`src/rtl/fft_seq_counter.sv`:
```
// Modulo-MODULUS up/down address counter with load, bit-reversed output and a
// multi-pass run/done sequencer for radix-2 FFT address generation.
module fft_seq_counter #(
    parameter int unsigned WIDTH   = 4,
    parameter int unsigned MODULUS = 16,
    parameter int unsigned PASSES  = 1
) (
    input  logic             clk,
    input  logic             sclr,
    input  logic             start,
    input  logic             en,
    input  logic             load,
    input  logic [WIDTH-1:0] load_val,
    input  logic             dir,
    output logic [WIDTH-1:0] out,
    output logic [WIDTH-1:0] out_rev,
    output logic             cout,
    output logic [7:0]       pass_idx,
    output logic             busy,
    output logic             done
);

    localparam int unsigned    CW        = WIDTH + 1;
    localparam logic [WIDTH-1:0] TERM_HI = WIDTH'(MODULUS - 1);
    localparam logic [CW-1:0]  MOD_EXT   = CW'(MODULUS);
    localparam logic [7:0]     PASS_LAST = 8'(PASSES);

    typedef enum logic [1:0] {
        S_IDLE = 2'd0,
        S_RUN  = 2'd1,
        S_DONE = 2'd2
    } state_t;

    state_t           state_q, state_d;
    logic [WIDTH-1:0] out_q, out_d;
    logic             cout_q, cout_d;
    logic [7:0]       pass_q, pass_d;
    logic             busy_q, busy_d;
    logic             done_q, done_d;

    logic [CW-1:0]    cnt_ext;
    logic [CW-1:0]    step_ext;
    logic [WIDTH-1:0] step_val;
    logic             wrap;
    logic [WIDTH-1:0] load_clamped;
    logic [WIDTH-1:0] init_val;
    logic [7:0]       pass_inc;

    // Next count one step in the direction sampled this cycle, widened by a bit.
    always_comb begin
        cnt_ext  = {1'b0, out_q};
        step_ext = '0;
        wrap     = 1'b0;
        if (!dir) begin
            wrap     = (out_q == TERM_HI);
            step_ext = wrap ? '0 : cnt_ext + CW'(1);
        end else begin
            wrap     = (out_q == '0);
            step_ext = wrap ? {1'b0, TERM_HI} : cnt_ext - CW'(1);
        end
        step_val     = WIDTH'(step_ext);
        load_clamped = ({1'b0, load_val} >= MOD_EXT) ? TERM_HI : load_val;
        init_val     = dir ? TERM_HI : '0;
        pass_inc     = pass_q + 8'd1;
    end

    // Sequencer and count next-state.
    always_comb begin
        state_d = state_q;
        out_d   = out_q;
        cout_d  = 1'b0;
        pass_d  = pass_q;
        busy_d  = busy_q;
        done_d  = done_q;
        case (state_q)
            S_IDLE, S_DONE: begin
                if (start) begin
                    state_d = S_RUN;
                    out_d   = init_val;
                    pass_d  = 8'd0;
                    busy_d  = 1'b1;
                    done_d  = 1'b0;
                end
            end
            S_RUN: begin
                if (load) begin
                    out_d = load_clamped;
                end else if (en) begin
                    out_d = step_val;
                    if (wrap) begin
                        cout_d = 1'b1;
                        pass_d = pass_inc;
                        if (pass_inc == PASS_LAST) begin
                            state_d = S_DONE;
                            busy_d  = 1'b0;
                            done_d  = 1'b1;
                        end
                    end
                end
            end
            default: begin
                state_d = S_IDLE;
                busy_d  = 1'b0;
                done_d  = 1'b0;
            end
        endcase
    end

    always_ff @(posedge clk) begin
        if (sclr) begin
            state_q <= S_IDLE;
            out_q   <= '0;
            cout_q  <= 1'b0;
            pass_q  <= 8'd0;
            busy_q  <= 1'b0;
            done_q  <= 1'b0;
        end else begin
            state_q <= state_d;
            out_q   <= out_d;
            cout_q  <= cout_d;
            pass_q  <= pass_d;
            busy_q  <= busy_d;
            done_q  <= done_d;
        end
    end

    // Bit-reversed view straight off the count register.
    always_comb begin
        out_rev = '0;
        for (int i = 0; i < int'(WIDTH); i++) begin
            out_rev[i] = out_q[int'(WIDTH) - 1 - i];
        end
    end

    assign out      = out_q;
    assign cout     = cout_q;
    assign pass_idx = pass_q;
    assign busy     = busy_q;
    assign done     = done_q;

endmodule
```
`config.mk`:
```
export PLATFORM = sky130hd
export DESIGN_NAME = fft_seq_counter
export DESIGN_NICKNAME = d
export VERILOG_FILES = /design/src/rtl/fft_seq_counter.sv
export SDC_FILE = /design/constraint.sdc
export NUM_CORES = 1
export LEC_CHECK = 0
export ABC_AREA = 1
export CORE_AREA = 8 8 71 85
export CTS_BUF_LIST = sky130_fd_sc_hd__clkbuf_2
export DETAILED_ROUTE_END_ITERATION = 10
export DIE_AREA = 0 0 79 93
export RECOVER_POWER = 50
export REMOVE_ABC_BUFFERS = 1
export SKIP_LAST_GASP = 1
export SLEW_MARGIN = 15
export SYNTH_ARGS = -nofsm -noshare
export SYNTH_HDL_FRONTEND = slang
export SYNTH_SLANG_ARGS = --single-unit
```
`constraint.sdc`:
```
create_clock -name clk -period 2 [get_ports clk]
set_input_delay 0.4 -clock clk [delete_from_list [all_inputs] [get_ports clk]]
set_output_delay 0.4 -clock clk [all_outputs]
set_load 0.1 [all_outputs]
```
# ---- Yosys cells after proc, flatten, opt, wreduce, memory -nomap -nowiden
# Cells that the tools add are included.
dict set report word_totals {
  output_inout_bits 19
  ff_bits 17
}
dict set report op_classes {
  bitwise 2
  addsub 3
  mux 33
  n_eq_ne 10
  reduce_logical 8
}
# op count
set ops {}
lappend ops {{$mux W8} 4}
lappend ops {{$mux W4} 7}
lappend ops {{$pmux W8 S2} 1}
lappend ops {{$mux W1} 12}
lappend ops {{$mux W2} 5}
lappend ops {{$ne A2 B2 Y1 const B} 5}
lappend ops {{$reduce_and A5 Y1} 2}
lappend ops {{$add A8 B1 Y8 const B} 1}
lappend ops {{$eq A8 B1 Y1 const B} 1}
lappend ops {{$pmux W4 S2} 1}
lappend ops {{$add A4 B1 Y4 const B} 1}
lappend ops {{$eq A4 B4 Y1 const B} 1}
lappend ops {{$logic_not A4 Y1} 1}
lappend ops {{$pmux W1 S2} 2}
lappend ops {{$pmux W2 S2} 1}
lappend ops {{$reduce_or A4 Y1} 1}
lappend ops {{$sub A4 B1 Y4 const B} 1}
lappend ops {{$ne A3 B3 Y1 const B} 1}
lappend ops {{$reduce_and A3 Y1} 1}
lappend ops {{$eq A2 B1 Y1 const B} 1}
lappend ops {{$eq A2 B2 Y1 const B} 1}
lappend ops {{$logic_not A2 Y1} 1}
lappend ops {{$not A1 Y1} 2}
lappend ops {{$reduce_bool A2 Y1} 1}
lappend ops {{$reduce_or A2 Y1} 1}

# ---- Logic depth before layout (Yosys ltp)
dict set report depth {
  depth_word 7
  ltp_mapped 12
}

# ---- Worst setup path after synthesis
# OpenSTA, ideal clock, no wires.
dict set report synth_timing {
  path_kind {register to register}
  startpoint {register pass_q[1], in the netlist pass_idx[1]}
  endpoint {register busy_q, in the netlist busy}
  stages_incl_launch_ff 11
  setup_ps 117
  t_arrival_ps 2123
  n_path_buf 0
  t_required_ps 1883
  setup_slack_ps -240
  cell_sequence {dfxtp_1 -> ha_1 -> nand3_2 -> o21ai_1 -> nand2_1 -> nor2_1 -> nand2_1 -> nand2_2 -> nand2_2 -> nand2_2 -> a21oi_2}
}
dict set report synth_between {
  elab_chain_len 4
}
# item line
set synth_lines {}
lappend synth_lines {{start, declared} 37} ;# logic [7:0] pass_q, pass_d;
lappend synth_lines {{start signal, assigned} 121} ;# pass_q <= pass_d;
lappend synth_lines {{$add A8 B1 Y8} 64} ;# pass_inc = pass_q + 8'd1;
lappend synth_lines {{$eq A8 B1 Y1} 93} ;# if (pass_inc == PASS_LAST) begin
lappend synth_lines {{$ne A2 B2 Y1 (no source line)} n/a}
lappend synth_lines {{$reduce_and A5 Y1 (no source line)} n/a}
lappend synth_lines {{end signal, assigned} 122} ;# busy_q <= busy_d;
lappend synth_lines {{end, declared} 38} ;# logic busy_q, busy_d;
# Every way passes these cells.
# A chain may end at the register's enable or synchronous reset.

# ---- Worst setup path in the final report
dict set report layout_timing {
  startpoint {register pass_q[3], in the netlist pass_idx[3]}
  endpoint {output port pass_idx[3]}
}
# item line
set layout_lines {}
lappend layout_lines {{end, declared} 18} ;# output logic [7:0] pass_idx,
# No word-level cell between the ends.

==> impl_metrics.csv <==
group,metric,value,unit
synthesis,syn_inst,167,
critical_path,startpoint,"pass_idx[3]",
synthesis,synth_area_leaders,"dfxtp_1, inv_1, nand2_1, a21oi_1, ha_1",
route,drt_iter0_markers,51,
timing,fmax,578,MHz
floorplanning,die_h,93,um
floorplanning,core,4760,um2
global_route,grt_pass1_vias,1192,
clock_network,cts_root_buffer,"clkbuf_2",
placed_design,port_buffers,28,
critical_path,r2r_slack,0.35,ns
route,vias_per_cell,4.46,
placed_design,place_ws,0.0529,ns
clock_network,clock_sinks,16,
synthesis,synth_top_area_share,0.285,
critical_path,rr_worst_depth,8,
placed_design,dp_hpwl,2.38,mm
layout,area_growth,28.6,%
critical_path,reg2reg_to,"pass_idx[6]",
synthesis,yosysUniqueCellTypes,25,
critical_path,crit_end,"pass_idx[3]",
run_status,outcome,"finished clean",
timing,timing.slew.headroom,0.636,
synthesis,synth_largest_area_cell,"dfxtp_1",
critical_path,crit_slowest_cell,"dfxtp_1",
timing,drv_slew,0,
layout,n_antenna_cell,0,
route,drt-total-wl,2.98,mm
placed_design,gp_congestion,0.943,
global_route,grt_pass1_wl,5.34,mm
synthesis,ys_async_sr_fraction,0,
critical_path,critPathMaxFanout,7,
timing,setup_viol,0,
route,antenna_left,0,
floorplanning,fp.dieW,79,um
synthesis,ys_seq_elements,16,
synthesis,post_synth.cell_area_avg,6.73,um2
critical_path,cp_cell_sequence,"clkbuf_2",
power,vdd_drop_max,0.000484,V
floorplanning,die_area,7350,um2
global_route,antenna_found_initial,0,
clock_network,hold_buffers,0,
clock_network,clk_latency,0.28,ns
clock_network,cts-resized-gates,0,
job,cap_violations,0,
critical_path,r2r-start,"out[0]",
timing,rsz0062_at_grt,"false",
synthesis,syn_area,1120,um2
clock_network,clk_pin_slew,0.16,ns
critical_path,start_kind,"flip-flop",
critical_path,crit_buf_inv,1,
critical_path,cp.required,1.60,ns
critical_path,cp_num_cells,1,
timing,post-route-worst-setup-slack,0.270,ns
global_route,overflow,0,
critical_path,cpPeakStageDelay,0.52,ns
route,vias,1156,
timing,min_period,1.73,ns
synthesis,yosysSeqAreaShare,0.285,
clock_network,tritoncts,"done",
timing,skew,0.000610,ns
power,p_per_area,1020,nW/um2
floorplanning,pin_count,29,
layout,layout-drive-gt1-share,0.221,
route,firstDrtPassIters,4,
synthesis,ys.flop_type,"dfxtp_1",
worst_hold_path,hold_path_class,"flip-flop to flip-flop",
critical_path,crit_family,"flip-flops",
floorplanning,start_util,0.236,
timing,hold_violations,0,
timing,whs,0.489,ns
timing,worst_slew_pin_slew,0.549,ns
synthesis,ys_warn_count,0,
layout,nets,215,
critical_path,worstPathArrival,1.33,ns
clock_network,post_cts_buffers,0,
synthesis,synth-edff-count,0,
route,avgRoutedWirePerCell,11.5,um
clock_network,cts_buffer_depth,2,
critical_path,criticalPathCategory,"flip-flop to output pin",
global_route,grt_max_degree,16,
clock_network,numCtsBuffers,3,
power,leakagePower,0.668,nW
floorplanning,rows,28,
timing,period_share,0.865,
clock_network,htreeDepth,1,
synthesis,synthTopCellsByCount,"inv_1, nand2_1, a21oi_1",
route,drc,0,
critical_path,critPathCaptureType,"output pin",
global_route,grt_usage,0.0868,
[sequential cells by signal, summed over array words and instances, names as in the netlist]
name and count:
busy 1, cout 1, out 4, pass_idx 8, state_q 2
[worst register-to-register path, stage by stage (launching register included)]
cell and delay [ns]:
dfxtp_1 0.47, ha_1 0.23, nand4_1 0.13, nand2_1 0.11
nand2_1 0.11, a21oi_4 0.25, inv_4 0.09, o21ai_1 0.12
a21oi_1 0.05
[final cells by class]
class	instances	area, um2
clock buffer	3	15.0
fill	543	3320
inverter	34	130
multi-input combinational	112	629
sequential	16	320
tap	60	75.1
timing repair buffer	34	275
[kinds of logic (layout without fill, tap and decap cells)]
family | count (synthesis) | in the layout | share of synthesized area
fa+ha+maj | 4 | 4 | 0.0445
buf+inv | 39 | 71 | 0.153
compound gates | 40 | 40 | 0.213
simple gates | 66 | 66 | 0.290
xor+xnor | 2 | 2 | 0.0156
flops | 16 | 16 | 0.285
[metrics by stage]
| step | utilization | std cells | setup TNS [ns] | total power [mW] | instance area [um2] |
|---|---|---|---|---|---|
| after floorplan | - | 162 | -14.00 | 1.14 | 1080 |
| after global placement | 0.333 | 256 | 0 | 1.46 | 1590 |
| after detailed placement | 0.333 | 256 | 0 | 1.46 | 1590 |
| after CTS | 0.336 | 259 | 0 | 1.61 | 1600 |
| after global routing | 0.303 | 259 | 0 | 1.58 | 1450 |
| final | 0.303 | 259 | 0 | 1.48 | 1450 |
[metal layers]
| metal | track usage | routed length (um) | share of wire | up-vias |
|---|---|---|---|---|
| li1 | - | - | - | 606 |
| met1 | 0.104 | 1360 | 0.46 | 509 |
| met2 | 0.146 | 1420 | 0.47 | 37 |
| met3 | 0.0211 | 175 | 0.059 | 4 |
| met4 | 0.0310 | 32 | 0.011 | 0 |
| met5 | 0 | 0 | 0 | - |
[layout by cell type (no fill, tap or decap), types with 2 or more instances in the layout]
master           count
inv_1               29
clkbuf_2            19
nand4_1              6
buf_12               3
inv_2                2
dfxtp_1             16
o21ai_0              7
nand2_2              5
a21oi_1             17
ha_1                 4
clkinv_1             2
o211ai_1             5
nand2_1             30
clkdlybuf4s50_1      9
nor2_1              11
nand3_1             10
nand3_2              3
a21oi_2              2
buf_4                6
o21ai_1              6
[report_power, final]
group	internal (mW)	leakage, nW	total, mW	switching (mW)
logic	0.213	0.524	0.904	0.691
clock network	0.0409	0.0125	0.144	0.103
registers	0.367	0.132	0.430	0.0630
total	0.620	0.668	1.48	0.857
[worst min-delay path by stage]
stage | slack (ns) | startpoint | end | cells past startpoint
after floorplan | 0.46 | sclr | busy | 1
after global placement | 0.45 | busy | busy | 2
after detailed placement | 0.47 | busy | busy | 2
after CTS | 0.49 | busy | busy | 2
after global routing | 0.53 | busy | busy | 2
final | 0.49 | busy | busy | 2
Note: power is estimated with default switching activity, not from simulation.
